<file path="src/rtl/seg7_pkg.sv">
// Shared definitions for the seven-segment scan driver: active-low font,
// display source encodings and converter states.
package seg7_pkg;

  localparam logic [6:0] SEG_0     = 7'h40;
  localparam logic [6:0] SEG_1     = 7'h79;
  localparam logic [6:0] SEG_2     = 7'h24;
  localparam logic [6:0] SEG_3     = 7'h30;
  localparam logic [6:0] SEG_4     = 7'h19;
  localparam logic [6:0] SEG_5     = 7'h12;
  localparam logic [6:0] SEG_6     = 7'h02;
  localparam logic [6:0] SEG_7     = 7'h78;
  localparam logic [6:0] SEG_8     = 7'h00;
  localparam logic [6:0] SEG_9     = 7'h10;
  localparam logic [6:0] SEG_A     = 7'h08;
  localparam logic [6:0] SEG_B     = 7'h03;
  localparam logic [6:0] SEG_C     = 7'h46;
  localparam logic [6:0] SEG_D     = 7'h21;
  localparam logic [6:0] SEG_E     = 7'h06;
  localparam logic [6:0] SEG_F     = 7'h0E;
  localparam logic [6:0] SEG_BLANK = 7'h7F;

  typedef enum logic [2:0] {
    SRC_HEX = 3'd0,
    SRC_I   = 3'd1,
    SRC_R   = 3'd2,
    SRC_J   = 3'd3,
    SRC_CLK = 3'd4
  } src_t;

  typedef enum logic [1:0] {
    CONV_IDLE,
    CONV_SHIFT,
    CONV_DONE
  } conv_state_t;

  function automatic logic [6:0] font(input logic [3:0] nib);
    case (nib)
      4'h0: return SEG_0;
      4'h1: return SEG_1;
      4'h2: return SEG_2;
      4'h3: return SEG_3;
      4'h4: return SEG_4;
      4'h5: return SEG_5;
      4'h6: return SEG_6;
      4'h7: return SEG_7;
      4'h8: return SEG_8;
      4'h9: return SEG_9;
      4'hA: return SEG_A;
      4'hB: return SEG_B;
      4'hC: return SEG_C;
      4'hD: return SEG_D;
      4'hE: return SEG_E;
      default: return SEG_F;
    endcase
  endfunction

  // Unused select codes alias to the hex source.
  function automatic src_t decode_sel(input logic [2:0] sel);
    case (sel)
      3'd1:    return SRC_I;
      3'd2:    return SRC_R;
      3'd3:    return SRC_J;
      3'd4:    return SRC_CLK;
      default: return SRC_HEX;
    endcase
  endfunction

endpackage

</file>
<file path="src/rtl/seg7_scan_driver_if.sv">
// Display-stage signal bundle: CPU-side data/control in, digit drive out.
interface seg7_scan_driver_if;
  logic [31:0] hex;
  logic [10:0] cnt_i;
  logic [10:0] cnt_r;
  logic [10:0] cnt_j;
  logic [10:0] cnt_clk;
  logic [2:0]  sel;
  logic        blank_lz;
  logic [7:0]  an;
  logic [6:0]  seg;
  logic        dp;

  modport master (
    output hex, cnt_i, cnt_r, cnt_j, cnt_clk, sel, blank_lz,
    input  an, seg, dp
  );

  modport slave (
    input  hex, cnt_i, cnt_r, cnt_j, cnt_clk, sel, blank_lz,
    output an, seg, dp
  );
endinterface

</file>
<file path="src/rtl/seg7_scan_driver_bin2bcd_11.sv">
// Iterative double-dabble converter: one load edge on start, then eleven
// shift edges; done pulses for one cycle with the final BCD on bcd.
module bin2bcd_11
  import seg7_pkg::*;
(
  input  logic        clk,
  input  logic        reset,
  input  logic        start,
  input  logic [10:0] bin,
  output logic        busy,
  output logic        done,
  output logic [15:0] bcd
);

  conv_state_t state, state_n;
  logic [10:0] sh, sh_n;
  logic [15:0] acc, acc_n, adj;
  logic [3:0]  cnt, cnt_n;

  always_ff @(posedge clk or negedge reset) begin
    if (!reset) begin
      state <= CONV_IDLE;
      sh    <= '0;
      acc   <= '0;
      cnt   <= '0;
    end else begin
      state <= state_n;
      sh    <= sh_n;
      acc   <= acc_n;
      cnt   <= cnt_n;
    end
  end

  always_comb begin
    adj = acc;
    for (int unsigned i = 0; i < 4; i++) begin
      if (acc[4*i +: 4] >= 4'd5) adj[4*i +: 4] = acc[4*i +: 4] + 4'd3;
    end
  end

  always_comb begin
    state_n = state;
    sh_n    = sh;
    acc_n   = acc;
    cnt_n   = cnt;
    case (state)
      CONV_IDLE, CONV_DONE: begin
        if (start) begin
          sh_n    = bin;
          acc_n   = '0;
          cnt_n   = '0;
          state_n = CONV_SHIFT;
        end else begin
          state_n = CONV_IDLE;
        end
      end
      CONV_SHIFT: begin
        {acc_n, sh_n} = {adj, sh} << 1;
        cnt_n         = cnt + 4'd1;
        if (cnt == 4'd10) state_n = CONV_DONE;
      end
      default: state_n = CONV_IDLE;
    endcase
  end

  assign busy = (state == CONV_SHIFT);
  assign done = (state == CONV_DONE);
  assign bcd  = acc;

endmodule

</file>
<file path="src/rtl/seg7_scan_driver.sv">
// 8-digit multiplexed common-anode display driver with per-frame snapshot of
// the hex word or a decimal-converted statistics counter.
module seg7_scan_driver
  import seg7_pkg::*;
#(
  parameter int unsigned SCAN_DIV = 16,
  parameter int unsigned DIV_W    = 17
) (
  input logic              clk,
  input logic              reset,
  seg7_scan_driver_if.slave disp
);

  logic [DIV_W-1:0] div;
  logic             tick;
  logic [2:0]       idx;
  logic             first;
  logic             frame_start;
  src_t             src_in, src_l;
  logic             blank_l;
  logic             cnt_mode;
  logic [31:0]      dbuf;

  logic             conv_start, conv_busy, conv_done;
  logic [10:0]      conv_bin;
  logic [15:0]      conv_bcd;

  logic [7:0]       lz_mask;
  logic             lz_run;
  logic [3:0]       cur_nib;
  logic [7:0]       an_d, an_q;
  logic [6:0]       seg_d, seg_q;
  logic             dp_d, dp_q;

  assign tick        = (div == DIV_W'(SCAN_DIV - 1));
  // first is set by reset so the edge after release starts a frame even
  // though the index is already 0 and no tick has occurred.
  assign frame_start = first | (tick & (idx == 3'd7));
  assign src_in      = decode_sel(disp.sel);
  assign cnt_mode    = (src_l != SRC_HEX);
  assign conv_start  = frame_start & (src_in != SRC_HEX) & ~conv_busy;

  always_comb begin
    case (src_in)
      SRC_I:   conv_bin = disp.cnt_i;
      SRC_R:   conv_bin = disp.cnt_r;
      SRC_J:   conv_bin = disp.cnt_j;
      SRC_CLK: conv_bin = disp.cnt_clk;
      default: conv_bin = '0;
    endcase
  end

  bin2bcd_11 u_bin2bcd (
    .clk   (clk),
    .reset (reset),
    .start (conv_start),
    .bin   (conv_bin),
    .busy  (conv_busy),
    .done  (conv_done),
    .bcd   (conv_bcd)
  );

  always_ff @(posedge clk or negedge reset) begin
    if (!reset) begin
      div   <= '0;
      idx   <= '0;
      first <= 1'b1;
    end else begin
      div   <= tick ? '0 : div + DIV_W'(1);
      first <= 1'b0;
      if (tick) idx <= idx + 3'd1;
    end
  end

  always_ff @(posedge clk or negedge reset) begin
    if (!reset) begin
      src_l   <= SRC_HEX;
      blank_l <= 1'b0;
      dbuf    <= '0;
    end else begin
      if (frame_start) begin
        src_l   <= src_in;
        blank_l <= disp.blank_lz;
      end
      if (frame_start && src_in == SRC_HEX)
        dbuf <= disp.hex;
      else if (conv_done)
        dbuf <= {1'b0, src_l, 12'h000, conv_bcd};
    end
  end

  // Walk from the top of the numeric field down; a digit is a leading zero
  // while every digit above it (and itself) is zero. Digit 0 is never masked.
  always_comb begin
    lz_mask = '0;
    lz_run  = 1'b1;
    for (int unsigned i = 0; i < 7; i++) begin
      if (!cnt_mode || (7 - i) <= 3) begin
        lz_run         = lz_run & (dbuf[4*(7-i) +: 4] == 4'h0);
        lz_mask[7 - i] = lz_run;
      end
    end
  end

  always_comb begin
    cur_nib = dbuf[{idx, 2'b00} +: 4];
    an_d    = ~(8'b1 << idx);
    seg_d   = font(cur_nib);
    dp_d    = 1'b1;
    if (cnt_mode) begin
      if (idx >= 3'd4 && idx <= 3'd6) seg_d = SEG_BLANK;
      if (idx == 3'd7) dp_d = 1'b0;
    end
    if (blank_l && lz_mask[idx]) seg_d = SEG_BLANK;
  end

  always_ff @(posedge clk or negedge reset) begin
    if (!reset) begin
      an_q  <= '1;
      seg_q <= SEG_BLANK;
      dp_q  <= 1'b1;
    end else begin
      an_q  <= an_d;
      seg_q <= seg_d;
      dp_q  <= dp_d;
    end
  end

  assign disp.an  = an_q;
  assign disp.seg = seg_q;
  assign disp.dp  = dp_q;

endmodule

</file>
<file path="src/flat_wrapper.sv">
// flat-port wrapper written by rule: the top's interface ports become plain ports
module seg7_scan_driver_flat import seg7_pkg::*;
#(
  parameter int unsigned SCAN_DIV = 16,
  parameter int unsigned DIV_W    = 17
)
  (clk, reset, disp_hex, disp_cnt_i, disp_cnt_r, disp_cnt_j, disp_cnt_clk, disp_sel, disp_blank_lz, disp_an, disp_seg, disp_dp);
  seg7_scan_driver_if disp_i ();
  input logic clk;
  input logic reset;
  input wire logic [$bits(disp_i.hex)-1:0] disp_hex;
  input wire logic [$bits(disp_i.cnt_i)-1:0] disp_cnt_i;
  input wire logic [$bits(disp_i.cnt_r)-1:0] disp_cnt_r;
  input wire logic [$bits(disp_i.cnt_j)-1:0] disp_cnt_j;
  input wire logic [$bits(disp_i.cnt_clk)-1:0] disp_cnt_clk;
  input wire logic [$bits(disp_i.sel)-1:0] disp_sel;
  input wire logic [$bits(disp_i.blank_lz)-1:0] disp_blank_lz;
  output wire logic [$bits(disp_i.an)-1:0] disp_an;
  output wire logic [$bits(disp_i.seg)-1:0] disp_seg;
  output wire logic [$bits(disp_i.dp)-1:0] disp_dp;
  assign disp_i.hex = disp_hex;
  assign disp_i.cnt_i = disp_cnt_i;
  assign disp_i.cnt_r = disp_cnt_r;
  assign disp_i.cnt_j = disp_cnt_j;
  assign disp_i.cnt_clk = disp_cnt_clk;
  assign disp_i.sel = disp_sel;
  assign disp_i.blank_lz = disp_blank_lz;
  assign disp_an = disp_i.an;
  assign disp_seg = disp_i.seg;
  assign disp_dp = disp_i.dp;
  seg7_scan_driver #(.SCAN_DIV(SCAN_DIV), .DIV_W(DIV_W)) u_core (.clk(clk), .reset(reset), .disp(disp_i));
endmodule
</file>
<file path="config.mk">
export PLATFORM = sky130hd
export DESIGN_NAME = seg7_scan_driver_flat
export DESIGN_NICKNAME = d
export VERILOG_FILES = /design/src/rtl/seg7_pkg.sv /design/src/rtl/seg7_scan_driver_if.sv /design/src/rtl/seg7_scan_driver_bin2bcd_11.sv /design/src/rtl/seg7_scan_driver.sv /design/src/flat_wrapper.sv
export SDC_FILE = /design/constraint.sdc
export NUM_CORES = 1
export LEC_CHECK = 0
export CAP_MARGIN = 25
export CORE_ASPECT_RATIO = 2
export CORE_MARGIN = 4
export CORE_UTILIZATION = 49
export DETAILED_ROUTE_END_ITERATION = 12
export GPL_TIMING_DRIVEN = 0
export HOLD_SLACK_MARGIN = 0.05
export PLACE_DENSITY = 0.77
export SLEW_MARGIN = 10
export SYNTH_ARGS = -nofsm -noshare
export SYNTH_HDL_FRONTEND = slang
export SYNTH_SLANG_ARGS = --single-unit
</file>
<file path="constraint.sdc">
create_clock -name clk -period 2.3 [get_ports clk]
set_clock_uncertainty 0.1 [all_clocks]
set_input_delay 0.23 -clock clk [delete_from_list [all_inputs] [get_ports clk]]
set_output_delay 0.23 -clock clk [all_outputs]
set_load 0.01 [all_outputs]
</file>
==> reports/results.txt <==
status: complete, no violations
RSZ-0062 raised after global routing: true
clk buf depth: 2
adder-cell area share of the yosys netlist: 4.919%
initial DRC count: 252
total CTS buffers: 9
input/output buffers: 97
largest net degree at the start of global routing: 69
Chip Height: 162.5 µm
mux cell area share after synthesis: 14.95%
Hold Vio Cnt, Final: 0
starting density of the core: 50.00%
clock latency on the worst-skew pair: 0.35 ns
WP data arrival: 2.39 ns
Lkg Pwr: 0.003421 µW
full die area: 13860 µm²
startpoint types: register
routed wire length: 14970 µm
Place WS: -0.3392 ns
Wirelength per Cell: 18.02 µm
worst flop-to-flop path startpoint: u_core.div[8]
syn_area_per_cell: 10.52 µm²
RR Endpoint: u_core.dbuf[30]
area grow syn2layout: 30.35%
critical path, cell by cell: or4_4 -> nor3_4 -> a31oi_4 -> nor2_4 -> buf_8 -> mux2_4
post-synthesis async set-or-reset flop share: 100.0%
Placed Instances: 799
drt via density: 5.688
fmax: 442.9 MHz
DIE WIDTH: 85.27 µm
Clock Pin Slew Worst Setup and Hold Paths: 0.07 ns
xor/xnor share of the synthesized area: 4.042%
Mapped Nets: 661
Yosys top cell area share: 38.07%
max incr delay on CP: 0.55 ns
VDD IR-drop max: 486.2 µV
register area share after synthesis: 45.70%
root buf cell: clkbuf_16
Vias: 4727
critical path class: reg2reg
setup violators final: 0
#FFs+latches synth: 106
worst-margin pin slew: 0.6351 ns
post-detail-place hpwl: 11310 µm
Simple-Gate Fraction of Synth Area: 13.84%
Filler Cells Inserted: 894
Hold Slack: 0.2940 ns
post-route ant nets: 0
Tot Pwr: 6711 µW
TritonCTS clock tree: yes
largest area contributor in the synthesized netlist: dfrtp_1
num rows: 56
Slew Viols, Final: 0
DRC Markers: 0
Max Fanout on Critical Path: 8
FF-to-FF setup slack: 0.04 ns
Total GRT Usage: 22.29%
WP buf/inv: 1
drt first pass iters: 4
antenna diode instance count: 0
Mapped Cells: 556
worst reg2reg path depth: 6
mapped cell area: 5851 µm²
fin crit share: 98.16%
initial antenna violation count: 0
first-pass GRT wire length: 24420 µm
core footprint: 11700 µm²
number of nets in the layout: 786
EDFF count, synth: 0
warnings from Yosys: 0
crit end category: register
GP Congestion: 0.8534
distinct cell type count of the synthesized netlist: 52
grt ovf: 0
Clock Sinks: 106
Tmin final: 2.258 ns
fin cells: 831
Ports: 98
CP max-delay cell: or4_4
Post-DP Area: 7041 µm²
vias in the first global route: 5089
Power per Cell Area: 880.0 nW/µm²
fin worst setup slack: 0.04238 ns
Hold Crit Class: in2async
main combinational cell family by area after synthesis: multiplexers
delay-heaviest family, CP: simple AND/OR/NAND/NOR gates
maxcap violations: 0
synth top area cells: dfrtp_1, dfstp_2, mux2_2
Required @ worst endpoint: 2.43 ns
Max H-tree Level: 3
layout cell share with drive strength beyond 1: 20.41%
Worst slew margin: 57.66%
final std cell area, no fill: 7626 µm²
Synth Area in Compound Gates: 12.19%
ys flop type: dfrtp_1
-- worst register-to-register path, cell delays in order, from the launching register on --
cell and delay [ns]:
dfrtp_1 0.38, or4_4 0.55, nor3_4 0.22, a31oi_4 0.15, nor2_4 0.23, buf_8 0.20, mux2_4 0.31
-- registers in the layout, summed over array words and instances (netlist names) --
signal	count
u_core.blank_l	1
u_core.u_bin2bcd.state	2
u_core.u_bin2bcd.sh	11
u_core.dbuf	32
u_core.src_l	3
u_core.idx	3
u_core.disp.seg	7
u_core.div	17
u_core.first	1
u_core.u_bin2bcd.cnt	4
u_core.u_bin2bcd.bcd	16
u_core.disp.an	8
u_core.disp.dp	1
-- report_power, final --
group	switching (µW)	internal (µW)	total [µW]	leakage, µW
combinational	1210	1210	2420	0.00199
sequential	422	2360	2780	0.00130
clock	704	799	1500	0.000136
total	2340	4370	6710	0.00342
-- layout by cell type, fill, tap and decap left out, types with 17 or more instances in the layout --
| cell | count |
|---|---|
| clkdlybuf4s50_1 | 96 |
| dfrtp_1 | 87 |
| nand2_1 | 74 |
| inv_1 | 29 |
| nor2_1 | 29 |
| mux2_2 | 28 |
| ha_1 | 23 |
| a21oi_1 | 20 |
| o21ai_0 | 19 |
| nand3_1 | 17 |
| mux2_4 | 17 |
| dfstp_2 | 17 |
-- per-stage QoR --
| stage | util [%] | TNS (ns) |
|---|---|---|
| detailed placement | 60.17 | -9.043 |
| global route | 65.17 | -0.1298 |
| floorplan | - | 0 |
| CTS | 64.01 | -0.08833 |
| finish | 65.17 | 0 |
| global placement | 59.96 | -291.26 |
-- metal layers --
layer / global-route usage [%] / share of wire (%) / up-vias
li1: - / - / 2214
met1: 22.39 / 35 / 2327
met2: 42.71 / 57 / 140
met3: 2.481 / 3.3 / 46
met4: 12.97 / 4.8 / 0
met5: 0 / 0 / -
-- worst max-delay path by stage --
stage,cells after the start,to,startpoint
2_1_floorplan,6,u_core.disp.seg[2],u_core.idx[0]
3_3_place_gp,1,u_core.u_bin2bcd.bcd[12],reset
3_5_place_dp,7,u_core.u_bin2bcd.sh[2],disp_sel[1]
4_1_cts,6,u_core.dbuf[15],u_core.div[10]
5_1_grt,6,u_core.dbuf[30],u_core.div[10]
6_report,6,u_core.dbuf[30],u_core.div[8]
-- kinds of logic after synthesis --
| family | count (synthesis) |
|---|---|
| compound gates | 99 |
| xor+xnor | 27 |
| fa+ha+maj | 23 |
| buf+inv | 58 |
| flops | 106 |
| mux | 71 |
| other cells | 1 |
| simple gates | 171 |
-- final cells by class --
| class | instances | area (µm²) | area share [%] |
|---|---|---|---|
| plain buffers | 27 | 162.7 | 2.133 |
| repair buffers | 114 | 1130 | 14.82 |
| well taps | 145 | 181.4 | 2.379 |
| clock buffers | 11 | 252.7 | 3.314 |
| inverters | 31 | 116.4 | 1.526 |
| flip-flops and latches | 106 | 2676 | 35.09 |
| multi-input cells | 392 | 3070 | 40.26 |
| clock inverters | 5 | 36.28 | 0.4758 |
-- cell usage after synthesis (2+ instances only) --
cell / number
o211ai_1: 3
or3_1: 2
nor2b_1: 5
xor2_1: 15
nand4_1: 2
dfstp_2: 17
inv_1: 31
mux2i_2: 2
nand2b_1: 7
a22oi_1: 11
mux4_2: 8
mux2_1: 17
ha_1: 23
buf_4: 3
a21o_1: 3
a22o_1: 8
nand2_1: 74
or4_1: 2
buf_6: 2
and3_1: 8
mux2_2: 28
nor3_2: 2
nor4_1: 6
a2111oi_2: 5
nor4b_1: 4
buf_2: 6
a21oi_1: 20
nor3_1: 7
clkbuf_1: 16
nor2_1: 29
xnor2_1: 12
mux2i_1: 16
o31ai_1: 11
nand3b_1: 2
nand3_1: 17
and2_1: 3
o21ai_0: 19
dfrtp_1: 89
a2111oi_0: 5
a211o_1: 4
-- what timing repair did --
| item | CTS | global route |
|---|---|---|
| resized for setup | 20 | 33 |
| hold buffers | 1 | 0 |
| setup endpoints to repair | 51 | 62 |
| cloned | 1 | 0 |
| pin swaps | 4 | 4 |
| setup buffers | 9 | 5 |
| endpoints found under the hold margin | 35 | 0 |
Power figures use the tool's default switching activity.
